<file path="config.mk">
export PLATFORM = sky130hd
export DESIGN_NAME = sap1_sequencer
export DESIGN_NICKNAME = d
export VERILOG_FILES = /design/src/rtl/sap1_sequencer.sv
export SDC_FILE = /design/constraint.sdc
export NUM_CORES = 1
export LEC_CHECK = 0
export ABC_AREA = 1
export CORE_UTILIZATION = 39
export CTS_CLUSTER_SIZE = 12
export DETAILED_ROUTE_END_ITERATION = 10
export GPL_ROUTABILITY_DRIVEN = 0
export PLACE_DENSITY = 0.77
export SYNTH_ARGS = -nofsm -noshare
export SYNTH_HDL_FRONTEND = slang
export SYNTH_SLANG_ARGS = --single-unit
</file>
<file path="constraint.sdc">
create_clock -name clk -period 1.6 [get_ports clk]
set_input_delay 0.24 -clock clk [delete_from_list [all_inputs] [get_ports clk]]
set_output_delay 0.24 -clock clk [all_outputs]
set_load 0.01 [all_outputs]
</file>
<file path="src/rtl/sap1_sequencer.sv">
// SAP-1 control sequencer: 6-T-state ring, opcode decode, bus strobes, sticky HALT.
// Optional single-step mode under `define SAP1_SINGLE_STEP_EN (adds i_step).
module sap1_sequencer #(
  parameter int OPW     = 4,
  parameter int TSTATES = 6
) (
  input  logic               clk,
  input  logic               reset,
  input  logic               i_run,
`ifdef SAP1_SINGLE_STEP_EN
  input  logic               i_step,
`endif
  input  logic [OPW-1:0]     i_opcode,
  output logic               o_pc_inc,
  output logic               o_pc_out,
  output logic               o_mar_load,
  output logic               o_ram_out,
  output logic               o_ir_load,
  output logic               o_ir_out,
  output logic               o_a_load,
  output logic               o_a_out,
  output logic               o_alu_sub,
  output logic               o_alu_out,
  output logic               o_b_load,
  output logic               o_out_load,
  output logic [TSTATES-1:0] o_tstate,
  output logic               o_instr_done,
  output logic               o_halted
);

  typedef enum logic [2:0] {
    S_IDLE, S_T1, S_T2, S_T3, S_T4, S_T5, S_T6, S_HALT
  } state_t;

  typedef struct packed {
    logic cp, ep, lm, ce, li, ei, la, ea, su, eu, lb, lo;
  } strobe_t;

  localparam logic [OPW-1:0] OP_LDA = OPW'(0);
  localparam logic [OPW-1:0] OP_ADD = OPW'(1);
  localparam logic [OPW-1:0] OP_SUB = OPW'(2);
  localparam logic [OPW-1:0] OP_OUT = OPW'(14);
  localparam logic [OPW-1:0] OP_HLT = OPW'(15);

  state_t         state_q, state_d;
  logic [OPW-1:0] op_q, op_d;
  logic [OPW-1:0] dec_op;
  logic           adv;
  strobe_t        raw, gated;

`ifdef SAP1_SINGLE_STEP_EN
  // sync_q[1:0] is the 2-flop synchronizer, sync_q[2] the edge-detect history
  logic [2:0] sync_q, sync_d;
  logic       step_q, step_d;

  always_comb begin
    sync_d = {sync_q[1:0], i_step};
    step_d = sync_q[1] & ~sync_q[2];
  end

  always_ff @(posedge clk or negedge reset) begin
    if (!reset) begin
      sync_q <= '0;
      step_q <= 1'b0;
    end else begin
      sync_q <= sync_d;
      step_q <= step_d;
    end
  end

  assign adv = step_q;
`else
  assign adv = 1'b1;
`endif

  always_ff @(posedge clk or negedge reset) begin
    if (!reset) begin
      state_q <= S_IDLE;
      op_q    <= '0;
    end else begin
      state_q <= state_d;
      op_q    <= op_d;
    end
  end

  // T4 decodes the live IR nibble; T5/T6 use the copy captured leaving T4
  assign dec_op = (state_q == S_T4) ? i_opcode : op_q;

  always_comb begin
    state_d = state_q;
    op_d    = op_q;
    raw     = '0;
    if (adv) begin
      case (state_q)
        S_IDLE:  if (i_run) state_d = S_T1;
        S_T1:    state_d = S_T2;
        S_T2:    state_d = S_T3;
        S_T3:    state_d = S_T4;
        S_T4: begin
          op_d    = i_opcode;
          state_d = (i_opcode == OP_HLT) ? S_HALT : S_T5;
        end
        S_T5:    state_d = S_T6;
        S_T6:    state_d = i_run ? S_T1 : S_IDLE;
        default: state_d = S_HALT;
      endcase
    end
    case (state_q)
      S_T1: begin raw.ep = 1'b1; raw.lm = 1'b1; end
      S_T2: raw.cp = 1'b1;
      S_T3: begin raw.ce = 1'b1; raw.li = 1'b1; end
      S_T4: begin
        if (dec_op == OP_LDA || dec_op == OP_ADD || dec_op == OP_SUB) begin
          raw.ei = 1'b1;
          raw.lm = 1'b1;
        end else if (dec_op == OP_OUT) begin
          raw.ea = 1'b1;
          raw.lo = 1'b1;
        end
      end
      S_T5: begin
        if (dec_op == OP_LDA) begin
          raw.ce = 1'b1;
          raw.la = 1'b1;
        end else if (dec_op == OP_ADD || dec_op == OP_SUB) begin
          raw.ce = 1'b1;
          raw.lb = 1'b1;
        end
      end
      S_T6: begin
        if (dec_op == OP_ADD || dec_op == OP_SUB) begin
          raw.eu = 1'b1;
          raw.la = 1'b1;
          raw.su = (dec_op == OP_SUB);
        end
      end
      default: raw = '0;
    endcase
  end

  assign gated = strobe_t'(raw & {$bits(strobe_t){adv}});

  assign o_pc_inc   = gated.cp;
  assign o_pc_out   = gated.ep;
  assign o_mar_load = gated.lm;
  assign o_ram_out  = gated.ce;
  assign o_ir_load  = gated.li;
  assign o_ir_out   = gated.ei;
  assign o_a_load   = gated.la;
  assign o_a_out    = gated.ea;
  assign o_alu_sub  = gated.su;
  assign o_alu_out  = gated.eu;
  assign o_b_load   = gated.lb;
  assign o_out_load = gated.lo;

  assign o_instr_done = (state_q == S_T6) & adv;
  assign o_halted     = (state_q == S_HALT);

  always_comb begin
    o_tstate = '0;
    case (state_q)
      S_T1:    o_tstate[0] = 1'b1;
      S_T2:    o_tstate[1] = 1'b1;
      S_T3:    o_tstate[2] = 1'b1;
      S_T4:    o_tstate[3] = 1'b1;
      S_T5:    o_tstate[4] = 1'b1;
      S_T6:    o_tstate[5] = 1'b1;
      default: o_tstate = '0;
    endcase
  end

endmodule

</file>
Word-level counts from Yosys, hierarchy flattened. Index checks and enable logic that the tools add are counted.

Input bits: 7. Output and inout port bits: 20. Word-level logic and storage cells: 45. Register bits after elaboration: 7.

Reductions and logical operators: 5. Mux-type cells: 26. Equal/unequal tests: 12.

Operators with widths (count): $pmux W3 S7 (1); $mux W1 (17); $eq A3 B3 Y1 const B (4); $eq A4 B4 Y1 const B (2); $eq A3 B2 Y1 const B (2); $mux W2 (3); $pmux W1 S2 (3); $eq A4 B1 Y1 const B (1); $eq A4 B2 Y1 const B (1); $logic_not A4 Y1 (1); $mux W4 (1); $eq A3 B1 Y1 const B (1); $logic_not A3 Y1 (1); $logic_or A1 B1 Y1 (3); $mux W3 (1); $ne A2 B2 Y1 const B (1).

Longest topological paths before layout.
Word-level depth: 7. Depth in mapped cells: 10. Mapped depth without buffers: 9.

Least setup slack after synthesis. OpenSTA, ideal clock, no wires.

Path type: flip-flop to output port. Start point: register state_q[0]. End point: output port o_out_load. Arrival time: 1.299 ns. Path buffers: 1. Path slack: 0.061 ns. Stages on the path, launching flop included: 7. Data required time: 1.360 ns. Path through: dfrtp_1 nor2_4 nand2_4 o21ai_1 nand2_2 nor2_1 buf_4.

Longest elaborated chain between the ends: 7. Elaborated cells on any way between the ends: 11. Classes of those cells: eq/ne (4); mux (4); reduce/logical (3).

RTL lines: from (decl) (line 45) `state_t state_q, state_d;`; from (signal assigned) (line 81) `state_q <= state_d;`; $eq A3 B3 Y1 *; $mux W4; $eq A4 B1 Y1 / $logic_not A4 Y1 (equally long branches) (line 113) `if (dec_op == OP_LDA || dec_op == OP_ADD || dec_op == OP_SUB) begin`; $logic_or A1 B1 Y1 (2 in a row) (line 113); $mux W1; $mux W1 *; to (decl) (line 25) `output logic o_out_load,`.

Every way passes the cells marked *; elsewhere a longest branch is shown, timed or not.

Final worst setup path.
Start point: register state_q[1]. End point: output port o_mar_load.

Longest elaborated chain between the ends: 7. Elaborated cells on any way between the ends: 10. Classes of those cells: eq/ne (4); mux (3); reduce/logical (3).

RTL lines: $eq A3 B3 Y1 (line 87, 108); $mux W4; $eq A4 B1 Y1 / $logic_not A4 Y1 (equally long branches) (line 113); $logic_or A1 B1 Y1 (2 in a row) (line 113); $mux W1 (line 113); $pmux W1 S2 * (line 108) `case (state_q)`; to (decl) (line 16) `output logic o_mar_load,`.

Marks and branches as above.

==> results.py <==
metrics = {
    "detailed_routing": {
        "ant_nets": 0,
        "viasPerCell": 4.69,
        "dr.pass1.iters": 4,
        "drc": 0,
        "drt_iter0_drc": 3,
        "wire_per_inst_um": 12.1,
        "vias": 661,
        "wl_mm": 1.71,
    },
    "timing": {
        "tightest_slew_ns": 0.320,
        "postLayoutSetupSlackWorst_ns": -0.250,
        "report.final.hold_viol_count": 0,
        "skew_ns": 0.00937,
        "min_period_ns": 1.85,
        "rsz0062_at_grt": "yes",
        "setup_viol": 9,
        "whs_ns": 0.241,
        "drv_slew": 0,
        "max_freq_mhz": 540,
        "min_period_over_period_pct": 116,
        "maxSlewHeadroom_pct": 78.6,
    },
    "cts": {
        "clock_sinks": 7,
        "cts_buffers": 3,
        "clock_latency_ns": 0.26,
        "clockBufferDepth": 2,
        "cts-htree-levels": 1,
        "clkTransAtPathRegs_ns": 0.05,
        "tritoncts": "yes",
        "clock-root-buffer": "clkbuf_4",
    },
    "place": {
        "dp.cells": 132,
        "io_buffers": 26,
        "placed_cell_area_um2": 908,
        "place_ws_ns": -0.452,
        "dpl.hpwl_mm": 1.18,
    },
    "logic_synthesis": {
        "synth_top_family_by_area": "simple AND/OR/NAND/NOR gates",
        "ys_warn_count": 0,
        "synth_cell_types": 18,
        "synthCells": 84,
        "synth_compound_area_share_pct": 4.79,
        "synth_top_area_cell": "dfrtp_1",
        "async_flop_share_pct": 100,
        "ys.flop_type": "dfrtp_1",
        "synth-adder-area-share_pct": 0,
        "synth_edf_count": 0,
        "synth_seq_area_share_pct": 30.5,
        "yosys.area_share.simple_pct": 44.9,
        "synth_area_leaders": "dfrtp_1 31%, inv_1 10%, nand2_1 10%, nand2_2 8.7%, buf_4 7.8%",
        "synth_area_um2": 574,
        "syn_nets": 91,
        "yosysTopAreaCellShare_pct": 30.5,
        "synth-seq-cells": 7,
        "syn_area_per_cell_um2": 6.84,
        "synth-xor-area-share_pct": 0,
        "synth_common_cells": "16 x inv_1, 16 x nand2_1, 9 x nor2_1",
        "muxShareOfSynthArea_pct": 0,
    },
    "global_routing": {
        "overflow": 0,
        "grt_first_pass_wirelength_mm": 2.44,
        "grt_pass1_vias": 580,
        "track_usage_pct": 23.6,
        "grt_max_degree": 8,
        "antenna_found_initial": 0,
    },
    "cells_and_area": {
        "final_cells": 141,
        "drive_gt1_share_pct": 61.1,
        "syn2layout_area_growth_pct": 81.0,
        "fin_nets": 134,
        "diodes": 0,
        "design_area_um2": 1040,
    },
    "critical_path": {
        "crit_path_end": "o_mar_load",
        "cpMaxStageDelayCell": "dfrtp_1",
        "critical_path.max_fanout": 3,
        "path_delay_family": "simple AND/OR/NAND/NOR gates",
        "cp-start-kind": "register",
        "r2r_end": "state_q[1]",
        "slowest_delay_ns": 0.42,
        "arrival_ns": 1.61,
        "critical_path_depth": 10,
        "startpoint": "state_q[1]",
        "end_kind": "output pin",
        "required_ns": 1.36,
        "r2r_cells": 6,
        "reg2reg_slack_ns": 0.41,
        "crit_top_cell": "nand2_2",
        "crit_type": "reg2out",
        "r2r_start": "state_q[0]",
        "crit_buf_inv": 2,
        "crit_chain": "inv_1 > nand2_2 > nor2_4 > nand2_2 > nand2_4 > nand2_4 > nor2_4 > nand2_2 > nand2_1 > buf_2",
    },
    "power": {
        "powerDensity_nw_per_um2": 2070,
        "ir_drop_uv": 1510,
        "power.static_leakage_nw": 0.576,
        "total_power_mw": 2.15,
    },
    "run_status": {
        "violations": "setup timing",
        "status": "finished with violations",
    },
    "die": {
        "rows": 13,
        "initial_core_util_pct": 43.1,
        "die_x_um": 40.4,
        "die_h_um": 40.4,
        "core_area_um2": 1330,
        "io_pins": 27,
        "dieArea_um2": 1630,
    },
    "job": {
        "maxCapViolCount": 0,
    },
    "worst_hold_path": {
        "hold_class": "in2async",
    },
}
==> worst min-delay path by stage <==
stage,slack (ns),cells past startpoint,end
2_1_floorplan,-0.06,0,asynchronous set/reset pin
3_3_place_gp,0.51,2,op_q[0]
3_5_place_dp,0.52,2,op_q[0]
4_1_cts,0.25,1,op_q[0]
5_1_grt,0.25,1,op_q[0]
6_report,0.24,1,op_q[1]
==> stage by stage <==
stage / setup TNS, ns / utilization [%]
after detailed placement: -5.00 / 68.1
after CTS: -1.73 / 72.8
after global routing: -2.87 / 78.0
final: -1.74 / 78.0
after global placement: -4.76 / 68.1
after floorplan: 0 / -
==> where the power goes <==
| part | total [mW] | internal [mW] | switching, mW |
|---|---|---|---|
| logic | 1.64 | 0.745 | 0.899 |
| registers | 0.345 | 0.272 | 0.0734 |
| clock network | 0.161 | 0.0952 | 0.0655 |
==> final cells by class <==
class / instances / area [µm²]
Sequential cell: 7 / 176
Multi-Input combinational cell: 53 / 390
Inverter: 17 / 73.8
Tap cell: 15 / 18.8
Timing Repair Buffer: 45 / 354
Clock buffer: 4 / 26.3
Fill cell: 102 / 294
==> placed cells by master, fill, tap and decap left out, types with 3 or more instances in the layout <==
master | Yosys | final
buf_2 | 1 | 15
buf_4 | 6 | 12
buf_6 | 0 | 11
clkbuf_4 | 0 | 3
clkdlybuf4s50_1 | 0 | 6
dfrtp_1 | 7 | 6
inv_1 | 16 | 13
nand2_1 | 16 | 10
nand2_2 | 8 | 9
nand2_4 | 2 | 7
nand3_1 | 6 | 4
nor2_1 | 9 | 4
nor2_4 | 3 | 6
==> what timing repair did <==
item,in CTS,in global routing
setup buffers,4,3
pin swaps,13,11
setup endpoints to repair,20,17
gates resized for setup,99,26
cloned,0,0
hold buffers,0,0
==> metal layers <==
layer / global-route usage, % / part of all wire (%)
met5: 0 / 0
met4: 5.00 / 0
met3: 10.0 / 4.7
met2: 40.5 / 56
met1: 26.9 / 39
==> logic make-up (layout without fill, tap and decap cells) <==
family	Yosys count	after routing
buffers and inverters	24	66
AOI/OAI and AO/OA	5	5
DFF	7	7
and+or+nand+nor	48	48
Note: power is estimated with default switching activity, not from simulation.
